`src/rtl/mmss_counter_if.sv`:
```
// Control/display bundle for the mm:ss stopwatch counter.
// master drives the controls and reads the display; slave is the counter.
interface mmss_counter_if;
    logic       start;
    logic       clear;
    logic       lap;
    logic [5:0] seconds;
    logic [5:0] minutes;
    logic       running;
    logic       wrap;

    modport master (
        output start, clear, lap,
        input  seconds, minutes, running, wrap
    );

    modport slave (
        input  start, clear, lap,
        output seconds, minutes, running, wrap
    );
endinterface

```
`src/rtl/mmss_counter.sv`:
```
// Minutes:seconds stopwatch with run/pause/clear control and a one-second prescaler.
// Optional lap-freeze of the displayed value is enabled by defining LAP_FREEZE_EN.
module mmss_counter #(
    parameter int unsigned TICK_DIV = 50000000,
    parameter int unsigned MAX_MIN  = 59
) (
    input  logic            clk,
    input  logic            reset_n,
    mmss_counter_if.slave   bus
);

    localparam int unsigned PW       = (TICK_DIV > 2) ? $clog2(TICK_DIV) : 1;
    localparam int unsigned CW       = 6;
    localparam logic [CW-1:0] SEC_TOP = CW'(59);
    localparam logic [CW-1:0] MIN_TOP = CW'(MAX_MIN);
    localparam logic [PW-1:0] PRE_TOP = PW'(TICK_DIV - 1);

    typedef enum logic [1:0] {
        ST_IDLE  = 2'd0,
        ST_RUN   = 2'd1,
        ST_PAUSE = 2'd2
    } state_e;

    state_e        state_q, state_d;
    logic [PW-1:0] presc_q, presc_d;
    logic [CW-1:0] sec_q,   sec_d;
    logic [CW-1:0] min_q,   min_d;
    logic          running_q, running_d;
    logic          wrap_q,    wrap_d;
    logic          tick_c;

`ifdef LAP_FREEZE_EN
    logic          frz_q,      frz_d;
    logic [CW-1:0] disp_sec_q, disp_sec_d;
    logic [CW-1:0] disp_min_q, disp_min_d;
`else
    logic          unused_lap;
    assign unused_lap = bus.lap;
`endif

    assign tick_c = (state_q == ST_RUN) && (presc_q == PRE_TOP);

    // Next-state: clear dominates; a tick and a start in the same cycle both take effect.
    always_comb begin
        state_d   = state_q;
        presc_d   = presc_q;
        sec_d     = sec_q;
        min_d     = min_q;
        wrap_d    = 1'b0;
`ifdef LAP_FREEZE_EN
        frz_d     = frz_q;
`endif
        if (bus.clear) begin
            state_d = ST_IDLE;
            presc_d = '0;
            sec_d   = '0;
            min_d   = '0;
`ifdef LAP_FREEZE_EN
            frz_d   = 1'b0;
`endif
        end else begin
            if (state_q == ST_RUN) begin
                presc_d = tick_c ? '0 : presc_q + PW'(1);
            end
            if (tick_c) begin
                if (sec_q < SEC_TOP) begin
                    sec_d = sec_q + CW'(1);
                end else if (min_q < MIN_TOP) begin
                    sec_d = '0;
                    min_d = min_q + CW'(1);
                end else begin
                    sec_d  = '0;
                    min_d  = '0;
                    wrap_d = 1'b1;
                end
            end
            if (bus.start) begin
                unique case (state_q)
                    ST_IDLE:  state_d = ST_RUN;
                    ST_RUN:   state_d = ST_PAUSE;
                    ST_PAUSE: state_d = ST_RUN;
                    default:  state_d = ST_IDLE;
                endcase
            end
`ifdef LAP_FREEZE_EN
            if (bus.lap && (state_q != ST_IDLE)) begin
                frz_d = ~frz_q;
            end
`endif
        end
        running_d = (state_d == ST_RUN);
    end

`ifdef LAP_FREEZE_EN
    // Display holds its last value while frozen, otherwise tracks the live count.
    always_comb begin
        disp_sec_d = sec_d;
        disp_min_d = min_d;
        if (frz_d) begin
            disp_sec_d = disp_sec_q;
            disp_min_d = disp_min_q;
        end
    end
`endif

    always_ff @(posedge clk or negedge reset_n) begin
        if (!reset_n) begin
            state_q    <= ST_IDLE;
            presc_q    <= '0;
            sec_q      <= '0;
            min_q      <= '0;
            running_q  <= 1'b0;
            wrap_q     <= 1'b0;
`ifdef LAP_FREEZE_EN
            frz_q      <= 1'b0;
            disp_sec_q <= '0;
            disp_min_q <= '0;
`endif
        end else begin
            state_q    <= state_d;
            presc_q    <= presc_d;
            sec_q      <= sec_d;
            min_q      <= min_d;
            running_q  <= running_d;
            wrap_q     <= wrap_d;
`ifdef LAP_FREEZE_EN
            frz_q      <= frz_d;
            disp_sec_q <= disp_sec_d;
            disp_min_q <= disp_min_d;
`endif
        end
    end

`ifdef LAP_FREEZE_EN
    assign bus.seconds = disp_sec_q;
    assign bus.minutes = disp_min_q;
`else
    assign bus.seconds = sec_q;
    assign bus.minutes = min_q;
`endif
    assign bus.running = running_q;
    assign bus.wrap    = wrap_q;

endmodule

```
`src/flat_wrapper.sv`:
```
// flat-port wrapper written by rule: the top's interface ports become plain ports
module mmss_counter_flat 
#(
    parameter int unsigned TICK_DIV = 50000000,
    parameter int unsigned MAX_MIN  = 59
)
  (clk, reset_n, bus_start, bus_clear, bus_lap, bus_seconds, bus_minutes, bus_running, bus_wrap);
  mmss_counter_if bus_i ();
  input  logic clk;
  input  logic reset_n;
  input wire logic [$bits(bus_i.start)-1:0] bus_start;
  input wire logic [$bits(bus_i.clear)-1:0] bus_clear;
  input wire logic [$bits(bus_i.lap)-1:0] bus_lap;
  output wire logic [$bits(bus_i.seconds)-1:0] bus_seconds;
  output wire logic [$bits(bus_i.minutes)-1:0] bus_minutes;
  output wire logic [$bits(bus_i.running)-1:0] bus_running;
  output wire logic [$bits(bus_i.wrap)-1:0] bus_wrap;
  assign bus_i.start = bus_start;
  assign bus_i.clear = bus_clear;
  assign bus_i.lap = bus_lap;
  assign bus_seconds = bus_i.seconds;
  assign bus_minutes = bus_i.minutes;
  assign bus_running = bus_i.running;
  assign bus_wrap = bus_i.wrap;
  mmss_counter #(.TICK_DIV(TICK_DIV), .MAX_MIN(MAX_MIN)) u_core (.clk(clk), .reset_n(reset_n), .bus(bus_i));
endmodule
```
`config.mk`:
```
export PLATFORM = sky130hd
export DESIGN_NAME = mmss_counter_flat
export DESIGN_NICKNAME = d
export VERILOG_FILES = /design/src/rtl/mmss_counter_if.sv /design/src/rtl/mmss_counter.sv /design/src/flat_wrapper.sv
export SDC_FILE = /design/constraint.sdc
export NUM_CORES = 1
export LEC_CHECK = 0
export ABC_AREA = 1
export BUFFER_PORTS_ARGS = -buffer_cell sky130_fd_sc_hd__buf_2
export CORE_ASPECT_RATIO = 0.5
export CORE_UTILIZATION = 60
export CTS_CLUSTER_SIZE = 14
export DETAILED_ROUTE_END_ITERATION = 7
export MAX_ROUTING_LAYER = met4
export PLACE_DENSITY = 0.8
export SLEW_MARGIN = 20
export SYNTH_ARGS = -nofsm -noshare
export SYNTH_HDL_FRONTEND = slang
export SYNTH_SLANG_ARGS = --single-unit
```
`constraint.sdc`:
```
create_clock -name clk -period 4.3 [get_ports clk]
set_clock_uncertainty 0.1 [all_clocks]
set_input_delay 1.29 -clock clk [delete_from_list [all_inputs] [get_ports clk]]
set_output_delay 1.29 -clock clk [all_outputs]
set_load 0.005 [all_outputs]
```
Word level (Yosys, flattened, before mapping)
Cells that the tools add are included.
- bits of input ports: 5
- memories: 0
- bits in latches: 0
- ROM bits: 0
- memory bits (writable): 0
- logic and storage cells: 39
- flip-flop bits (word level): 42
- add/subtract/negate cells: 3
- div/mod/pow operators: 0
- bitwise logic cells: 0
- equality and inequality tests: 5
- multipliers: 0
- shift operators: 0
- reductions and logical operators: 6
- $lt $le $gt $ge: 2
- mux-type cells: 17
- operators by type and width (kind ; count):
    2-to-1 mux 26 bit ; 3
    2-to-1 mux 6 bit ; 7
    adder 26 x 1 -> 26 bit, second input constant ; 1
    == test 26 bit, second input constant ; 1
    adder 6 x 1 -> 6 bit, second input constant ; 2
    less-than comparator 6 bit, second input constant ; 2
    == test 2 x 1 -> 1 bit, second input constant ; 2
    2-to-1 mux 1 bit ; 4
    2-to-1 mux 2 bit ; 2
    case mux 2 bit (2 select lines) ; 1
    nonzero test 2 bit ; 2
    == test 2 bit, second input constant ; 1
    zero test 2 bit ; 1
    != test 2 bit, second input constant ; 1
    AND reduction 2 bit ; 1
    OR reduction 2 bit ; 1
    logical AND 1 bit ; 1

Depth between registers and ports, before layout
Gate-level depths: netlist of the first run.
- depth after elaboration: 6
- depth in mapped cells: 10

Least setup slack after synthesis of the first run
Ideal clock, no wire load.
- path kind: input to register
- start: input bus_clear
- end: register u_core.presc_q[20]
- arrival: 1.947 ns
- path slack: 2.134 ns
- stages on the path: 8
- setup time: 0.119 ns
- cell sequence: inv_2 > nand2_4 > buf_8 > nand4_1 > nor2_2 > nand3_1 > nand2_1 > nor2_1
- longest elaborated chain between the ends: 1
- elaborated cells between the ends (all ways): 2
- those cells by class: 1 x mux; 1 x reduce/logical
- ends and longest elaborated chain (element ; RTL line ; RTL):
    start: declaration ; flat_wrapper.sv:12 ; input wire logic [$bits(bus_i.clear)-1:0] bus_clear;
    2-to-1 mux 26 bit or nonzero test 2 bit (tied branches) ; - ;
    end signal: assignment ; mmss_counter.sv:121 ; presc_q <= presc_d;
    end: declaration ; mmss_counter.sv:25 ; logic [PW-1:0] presc_q, presc_d;
Parallel ways exist; a longest one is shown, timed or not.
A chain may end at the register's enable or synchronous reset.

Worst setup path after layout of the first run
- start: input bus_clear
- end: register u_core.presc_q[7]
Same word-level chain as after synthesis.

==> reports/metrics.yaml, run 1 <==
outcome:
  status: "finished, final reports clean"
clock_network:
  clkSlewWorstSetupHoldPaths_ps: 90
  postCtsSetupBuffers: 0
  cts_buffers: 5
  cts.sinks: 42
  post_cts_resized: 0
  ctsRootBufferMaster: "clkbuf_8"
  hold_buffers: 0
  clk_latency_ps: 300
  cts-htree-levels: 2
  cts_tree: "built"
  clockBufferDepth: 2
setup_path:
  critPathTopFamily: "simple AND/OR/NAND/NOR gates"
  critPathMaxStageDelay_ps: 210
  slowest_stage: "nor3_1"
  path_class: "in -> reg"
  start_kind: "input port"
  crit_required_ps: 4390
  path_buf_inv: 2
  path_cells: "buf_2 -> inv_2 -> nand2_4 -> nand3_2 -> nor2_1 -> a21oi_1 -> nor3_1"
  cp-end-kind: "register"
  cp_max_fo: 12
  worstPathArrival_ps: 2440
global_route:
  antenna_found_initial: 0
  grt_pass1_wl_mm: 8.42
  grt_pass1_vias: 1886
  grt_max_degree: 43
  overflow: 0
  grt_use_total_pct: 26.4
final_layout:
  fillCellCount: 325
  layoutNonFillerInstCount: 428
  num_antenna_cells: 0
  drive_gt1_share_pct: 11.5
  area_growth_pct: 7.78
  fin_nets: 382
  utilization_pct: 68.7
pwr:
  power.density_nw_per_um2: 270
  peakVddDrop_v: 0.000202
  leakage_nw: 1.31
placement:
  placed_cells: 420
  dpl_worst_slack_ps: 1670
  io_buffers: 17
  hpwl_mm: 3.93
  gp_congestion: 0.904
sta:
  maxSlewViolCount: 0
  tns_ps: 0
  rsz0062_at_grt: "no"
  final-setup-viol-count: 0
  worst_pin_slew_ps: 952
  hold_viol: 0
  setup_ws_ps: 1950
  relSlewSlack_pct: 36.5
  period_minus_slack_ps: 2350
  post-route-period-util_pct: 54.6
  clock.fmax_mhz: 426
routing:
  route.vias.total: 2268
  dr_wl_met3_um: 217
  routedWlPerCell_um: 12.6
  drt_first_pass_iters: 4
  drt_iter0_drc: 135
  drc: 0
  avgViaCountPerCell: 5.30
  top_layer_used: "met4"
  detail-route-antenna-nets: 0
  wl_met2_mm: 2.48
  met1_length_mm: 2.62
  drt-total-wl_mm: 5.41
logic_synthesis:
  synth_top_area_share_pct: 41.6
  avgSynthCellArea_um2: 7.15
  synth_area_leaders: "dfrtp_1 (42%), nand2_1 (15%), nor2_1 (10%), inv_1 (5.9%), nand3_1 (5.6%)"
  syn_inst: 353
  yosys.cell_count.top_type: "nand2_1"
  synth_area_um2: 2520
  yosys.cell_types.count: 26
  async_flop_share_pct: 100
  synth_common_cells: "nand2_1 (103), nor2_1 (68), dfrtp_1 (42)"
  synth_nets: 362
  synth_seq_area_share_pct: 41.6
  synth-seq-cells: 42
  synth-edff-count: 0
  yosysWarnings: 0
  synthFlopType: "dfrtp_1"
  synth.largest_area_cell: "dfrtp_1"
floorplan:
  die_y_um: 47.9
  num_rows: 16
  die_w_um: 93.7
  dieArea_um2: 4490
  ios: 19
  core_um2: 3960
  initial_core_util_pct: 63.7
worst_hold_path:
  hold_class: "reg -> reg"
job:
  max_cap_viol_count: 0
flip-flops by register name, summed over array words and instances (netlist names):
signal,cells
u_core.bus.running,1
u_core.bus.minutes,6
u_core.state_q,2
u_core.bus.seconds,6
u_core.bus.wrap,1
u_core.presc_q,26
worst paths after layout:
kind,slack [ps],end,cells after the start,start
max,1950,u_core.presc_q[7],7,bus_clear
min,440,u_core.bus.minutes[5],2,u_core.bus.minutes[5]
max reg2reg,2240,u_core.bus.minutes[5],10,u_core.presc_q[18]
min reg2reg,440,u_core.bus.minutes[5],2,u_core.bus.minutes[5]
max in group asynchronous,2480,u_core.state_q[1],1,reset_n
min in group asynchronous,1030,u_core.presc_q[15],1,reset_n
layout by cell type, fill, tap and decap left out, drive strengths merged:
cell type / Yosys / layout
ha: 4 / 4
nor4: 1 / 1
nor3b: 4 / 4
xnor2: 5 / 5
a21oi: 9 / 9
nand3: 30 / 30
clkinvlp: 0 / 2
o21ai: 9 / 9
inv: 42 / 43
a31o: 1 / 1
buf: 4 / 17
dfrtp: 42 / 42
nor2: 76 / 76
nand3b: 4 / 4
xor2: 4 / 4
clkbuf: 0 / 5
nor3: 6 / 6
nand4: 5 / 5
nand2: 107 / 107
per-stage QoR:
step           hold slack [ps]  power (mW)  cell area [um2]
2_1_floorplan              393       0.454             2520
3_3_place_gp               405       0.472             2630
3_5_place_dp               423       0.475             2630
4_1_cts                    450       0.739             2720
5_1_grt                    476       0.763             2720
6_report                   445       0.735             2720
final cells by class:
cell class	count	area (um2)	area share, %
clock buffers	5	68.8	2.53
well taps	54	67.6	2.48
clock inverters	3	23.8	0.874
inverters	42	158	5.79
multi-input cells	265	1270	46.6
flip-flops and latches	42	1050	38.6
repair buffers	17	85.1	3.13
layer usage:
metal  track usage [%]  up-vias
li1                  -     1141
met1              32.8     1052
met2              43.6       65
met3              5.87       10
met4              9.85        0
met5                 -        -
power by group:
part	switching [mW]	leakage [nW]	total, mW	internal (mW)
logic	0.0386	0.686	0.0544	0.0158
registers	0.00937	0.581	0.412	0.403
clock network	0.153	0.0408	0.269	0.116
worst min-delay path: stages (launching register included):
cell and delay [ps]:
dfrtp_1 390, nand2_1 70, nand2_1 60
cell families (layout without fill, tap and decap cells):
group                      count (synthesis)  count (layout)  synth area share, %
AOI/OAI and AO/OA                         19              19                 3.91
xor gates and xnor gates                   9               9                 3.12
adders and majority gates                  4               4                 1.98
buffers and inverters                     46              67                 8.18
DFF                                       42              42                 41.6
and+or+nand+nor                          233             233                 41.2
Power figures use the tool's default switching activity.
==> run 2: changes to the inputs <==
==> constraint.sdc (replaced) <==
create_clock -name clk -period 2.43 [get_ports clk]
set_clock_uncertainty 0.1 [all_clocks]
set_input_delay 0.729 -clock clk [delete_from_list [all_inputs] [get_ports clk]]
set_output_delay 0.729 -clock clk [all_outputs]
set_load 0.005 [all_outputs]
==> run 2 against run 1 <==
- via count grew 1.7%
- critical path type is now reg -> reg
- clock power increased by 150%
- die area stayed put
- cell count rose by 0.47%
- sequential share of layout area is 1.0 points lower
- critical path depth increased by 1
- sequential cell count did not move
- largest power group unchanged
==> reports/metrics.yaml, run 2 (synthesis results as in run 1) <==
outcome:
  status: "finished, final reports clean"
clock_network:
  postCtsSetupBuffers: 0
  clk_latency_ps: 300
  cts.sinks: 42
  ctsRootBufferMaster: "clkbuf_8"
  cts_buffers: 5
  hold_buffers: 0
  cts_tree: "built"
  clockBufferDepth: 2
  post_cts_resized: 0
  clkSlewWorstSetupHoldPaths_ps: 90
  cts-htree-levels: 2
setup_path:
  start_kind: "register"
  cp-end-kind: "register"
  cp_max_fo: 18
  path_class: "reg -> reg"
  rr_worst_depth: 8
  crit_path_start: "u_core.presc_q[0]"
  reg2reg_from: "u_core.presc_q[0]"
  crit_required_ps: 2570
  worstPathArrival_ps: 1960
final_layout:
  final_area_um2: 2790
  fin_nets: 384
  num_antenna_cells: 0
  regMostFlops: "u_core.presc_q"
  drive_gt1_share_pct: 12.0
  area_growth_pct: 10.7
  final_cell_mix: "nand2_1 (103), nor2_1 (68), dfrtp_1 (42)"
  utilization_pct: 70.5
  mostFrequentLayoutCell: "nand2_1"
  fillCellCount: 340
  largest_reg_flops: 26
  layoutNonFillerInstCount: 430
placement:
  io_buffers: 17
  hpwl_mm: 4.10
  placed_cells: 422
  dpl_worst_slack_ps: 404
  gp_congestion: 0.874
  placed_area_um2: 2660
floorplan:
  die_w_um: 93.7
  ios: 19
  num_rows: 16
  core_um2: 3960
  initial_core_util_pct: 63.7
  die_y_um: 47.9
  dieArea_um2: 4490
global_route:
  grt-busiest-layer: "met2"
  use_met3_pct: 6.03
  antenna_found_initial: 0
  use_met2_pct: 45.1
  grt_use_total_pct: 26.9
  grt_max_degree: 23
  grt_pass1_wl_mm: 8.71
  overflow: 0
  grt_pass1_vias: 1957
  grt_util_met1_pct: 34.4
routing:
  drt_first_pass_iters: 4
  routedWlPerCell_um: 12.9
  drt-total-wl_mm: 5.53
  route.vias.total: 2306
  detail-route-antenna-nets: 0
  avgViaCountPerCell: 5.36
  drc: 0
  drt_iter0_drc: 116
sta:
  maxSlewViolCount: 0
  whs_ps: 285
  setup_ws_ps: 610
  tns_ps: 0
  post-route-period-util_pct: 74.9
  worst_pin_slew_ps: 506
  rsz0062_at_grt: "no"
  period_minus_slack_ps: 1820
  clock.fmax_mhz: 549
  relSlewSlack_pct: 66.3
  final-setup-viol-count: 0
  hold_viol: 0
pwr:
  switchingPower_mw: 0.344
  fin_total_pwr_mw: 1.50
  peakVddDrop_v: 0.000402
  combPwrFrac_pct: 6.9
  internal_power_mw: 1.16
  power.density_nw_per_um2: 537
  swShare_pct: 22.9
  seqPwrFrac_pct: 48.6
  leakage_nw: 1.35
  power.clock.fraction_pct: 44.5
worst_hold_path:
  hold_class: "in -> async"
job:
  max_cap_viol_count: 0
## run 2: changes by cell type in the layout (fill, tap and decap cells not counted), sizes merged
cell | before | now
clkinvlp | 2 | 0
clkinv | 0 | 1
buf | 17 | 19
bufinv | 0 | 2
inv | 43 | 42
## run 2: critical path: stages, from the launching register on
cell,delay [ps]
dfrtp_1,420
ha_1,250
nand3_1,130
nor2_1,60
nand2_1,100
nor2_4,70
nor2_4,360
o21ai_0,170
nor2_1,110
## run 2: final timing paths
| check | slack (ps) | to |
|---|---|---|
| worst min-delay path | 290 | u_core.presc_q[13] |
| worst max-delay path | 610 | u_core.presc_q[19] |
| max in group asynchronous | 1450 | u_core.bus.minutes[2] |
| worst max register to register | 610 | u_core.presc_q[19] |
| worst min register to register | 440 | u_core.bus.minutes[5] |
| min in group clk | 440 | u_core.bus.minutes[5] |
## run 2: per-layer routing
layer,vias up,share of wire [%]
met4,0,0.43
met3,5,6.2
met5,-,0
li1,1145,-
met2,69,47
met1,1087,47
## run 2: power by group through the flow
stage	registers [mW]	logic, mW	clock network (mW)
3_5_place_dp	0.743	0.103	0
6_report	0.730	0.103	0.667
3_3_place_gp	0.741	0.100	0
2_1_floorplan	0.741	0.0633	0
5_1_grt	0.731	0.119	0.703
4_1_cts	0.730	0.104	0.673
## run 2: final cells by class
class | count | area [um2] | share of cell area (%)
multi-input cells | 265 | 1270 | 45.4
flip-flops and latches | 42 | 1050 | 37.6
inverters | 42 | 158 | 5.64
repair buffers | 19 | 113 | 4.03
clock buffers | 5 | 68.8 | 2.46
clock inverters | 3 | 68.8 | 2.46
well taps | 54 | 67.6 | 2.42
==> run 3: changes to the inputs <==
--- a/config.mk
+++ b/config.mk
@@ -8,11 +8,11 @@
 export ABC_AREA = 1
 export BUFFER_PORTS_ARGS = -buffer_cell sky130_fd_sc_hd__buf_2
 export CORE_ASPECT_RATIO = 0.5
-export CORE_UTILIZATION = 60
+export CORE_UTILIZATION = 54
 export CTS_CLUSTER_SIZE = 14
 export DETAILED_ROUTE_END_ITERATION = 7
 export MAX_ROUTING_LAYER = met4
-export PLACE_DENSITY = 0.8
+export PLACE_DENSITY = 0.76
 export SLEW_MARGIN = 20
 export SYNTH_ARGS = -nofsm -noshare
 export SYNTH_HDL_FRONTEND = slang
==> constraint.sdc (replaced) <==
create_clock -name clk -period 1.6 [get_ports clk]
set_clock_uncertainty 0.1 [all_clocks]
set_input_delay 0.48 -clock clk [delete_from_list [all_inputs] [get_ports clk]]
set_output_delay 0.48 -clock clk [all_outputs]
set_load 0.005 [all_outputs]
==> run 3 against run 2 <==
- the flow now finishes with violations (negative setup slack)
- global-route usage rose by 0.70 points
- wire length rose by 24%
- fmax rose by 4.9%
- final area rose by 23%
- worst setup slack got worse by 740 ps
- core utilization rose by 6.7 points
- die area rose by 11%
- power rose by 61%
- clock power rose by 57%
- cell count rose by 10%
- first-iteration DRC count rose by 91%
- critical path type unchanged
- highest routed layer unchanged
==> reports/metrics.yaml, run 3 (synthesis results as in run 1) <==
routing:
  drt_iter0_drc: 221
  detail-route-antenna-nets: 0
  drt-total-wl_mm: 6.87
  routedWlPerCell_um: 14.5
  avgViaCountPerCell: 5.55
  drc: 0
  route.vias.total: 2625
  drt_first_pass_iters: 6
final_layout:
  num_antenna_cells: 0
  utilization_pct: 77.2
  drive_gt1_share_pct: 34.1
  mostFrequentLayoutCell: "nand2_1"
  final_cell_mix: "nand2_1 (80), nor2_1 (55), inv_1 (40)"
  largest_reg_flops: 26
  area_growth_pct: 36.0
  fin_nets: 424
  layoutNonFillerInstCount: 473
  final_area_um2: 3430
  regMostFlops: "u_core.presc_q"
placement:
  io_buffers: 17
  placed_cells: 451
  placed_area_um2: 2890
  gp_congestion: 0.873
  hpwl_mm: 4.14
  dpl_worst_slack_ps: -90.0
pwr:
  seqPwrFrac_pct: 45.7
  swShare_pct: 23.0
  switchingPower_mw: 0.557
  peakVddDrop_v: 0.000462
  combPwrFrac_pct: 10.7
  power.density_nw_per_um2: 704
  leakage_nw: 1.62
  internal_power_mw: 1.86
  fin_total_pwr_mw: 2.42
  power.clock.fraction_pct: 43.6
worst_hold_path:
  hold_class: "in -> async"
sta:
  rsz0062_at_grt: "yes"
  final-setup-viol-count: 25
  hold_viol: 0
  clock.fmax_mhz: 577
  maxSlewViolCount: 0
  relSlewSlack_pct: 80.3
  post-route-period-util_pct: 108
  worst_pin_slew_ps: 294
  setup_ws_ps: -134
  whs_ps: 39.0
  period_minus_slack_ps: 1730
  tns_ps: -2430
clock_network:
  hold_buffers: 0
  cts.sinks: 42
  clkSlewWorstSetupHoldPaths_ps: 90
  clk_latency_ps: 300
  clockBufferDepth: 2
  cts_buffers: 5
  ctsRootBufferMaster: "clkbuf_8"
  cts_tree: "built"
  cts-htree-levels: 2
setup_path:
  cp_max_fo: 5
  path_class: "reg -> reg"
  path_buf_inv: 2
  critPathMaxStageDelay_ps: 440
  slowest_stage: "dfrtp_1"
  cp-end-kind: "register"
  crit_required_ps: 1750
  worstPathArrival_ps: 1880
  crit_path_frequent_cell: "nand2_1"
  path_cells: "inv_1 -> nand2_1 -> nor2_1 -> nand2_1 -> nor2_1 -> nand2_2 -> nand2_4 -> clkbuf_16 -> nand3b_1 -> nand2_1"
  critPathTopFamily: "simple AND/OR/NAND/NOR gates"
  start_kind: "register"
floorplan:
  dieArea_um2: 4970
  num_rows: 17
  die_y_um: 50.4
  core_um2: 4450
  ios: 19
  initial_core_util_pct: 56.8
  die_w_um: 98.7
global_route:
  grt_pass1_vias: 2343
  grt_max_degree: 43
  overflow: 0
  grt_pass1_wl_mm: 10.4
  antenna_found_initial: 0
  grt_use_total_pct: 27.6
outcome:
  violations: "negative setup slack"
  status: "finished, violations left"
job:
  max_cap_viol_count: 0
## run 3: path summary, 6_finish.rpt
path	from	endpoint	slack (ps)	depth (start not counted)
worst max-delay path	u_core.presc_q[16]	u_core.bus.minutes[5]	-130	10
worst min-delay path	reset_n	u_core.presc_q[13]	40	2
worst max register to register	u_core.presc_q[16]	u_core.bus.minutes[5]	-130	10
worst min register to register	u_core.bus.minutes[5]	u_core.bus.minutes[5]	450	2
max in group asynchronous	reset_n	u_core.presc_q[3]	1130	2
min in group clk	bus_clear	u_core.bus.wrap	300	2
## run 3: final cells by class
type | instances | area, um2
Clock buffer | 6 | 82.6
Clock inverter | 2 | 60.1
Fill cell | 260 | 1010
Inverter | 42 | 158
Multi-Input combinational cell | 265 | 1510
Sequential cell | 42 | 1050
Tap cell | 57 | 71.3
Timing Repair Buffer | 59 | 497
## run 3: what timing repair did
action,in CTS,in global routing
hold endpoints to repair,0,0
gates cloned,0,2
resized for setup,12,65
setup endpoints to repair,26,38
pin swaps,6,28
buffers inserted,3,9
## run 3: power groups by stage
stage	Clock (mW)	Combinational, mW	Sequential (mW)
floorplan	0	0.0961	1.13
global placement	0	0.203	1.12
detailed placement	0	0.211	1.12
CTS	1.06	0.217	1.10
global route	1.10	0.280	1.11
finish	1.05	0.258	1.10
## run 3: routing by layer
metal / routed length, um / track usage, % / vias to the layer above
met4: 242 / 10.7 / 0
met1: 2880 / 34.6 / 1212
met5: 0 / - / -
met3: 616 / 6.13 / 39
met2: 3130 / 44.7 / 146
li1: - / - / 1228
## run 3: worst register-to-register path: stages (launching register included)
cell and delay, ps:
dfrtp_1 440, inv_1 120, nand2_1 70, nor2_1 90
nand2_1 80, nor2_1 180, nand2_2 130, nand2_4 170
clkbuf_16 180, nand3b_1 70, nand2_1 60
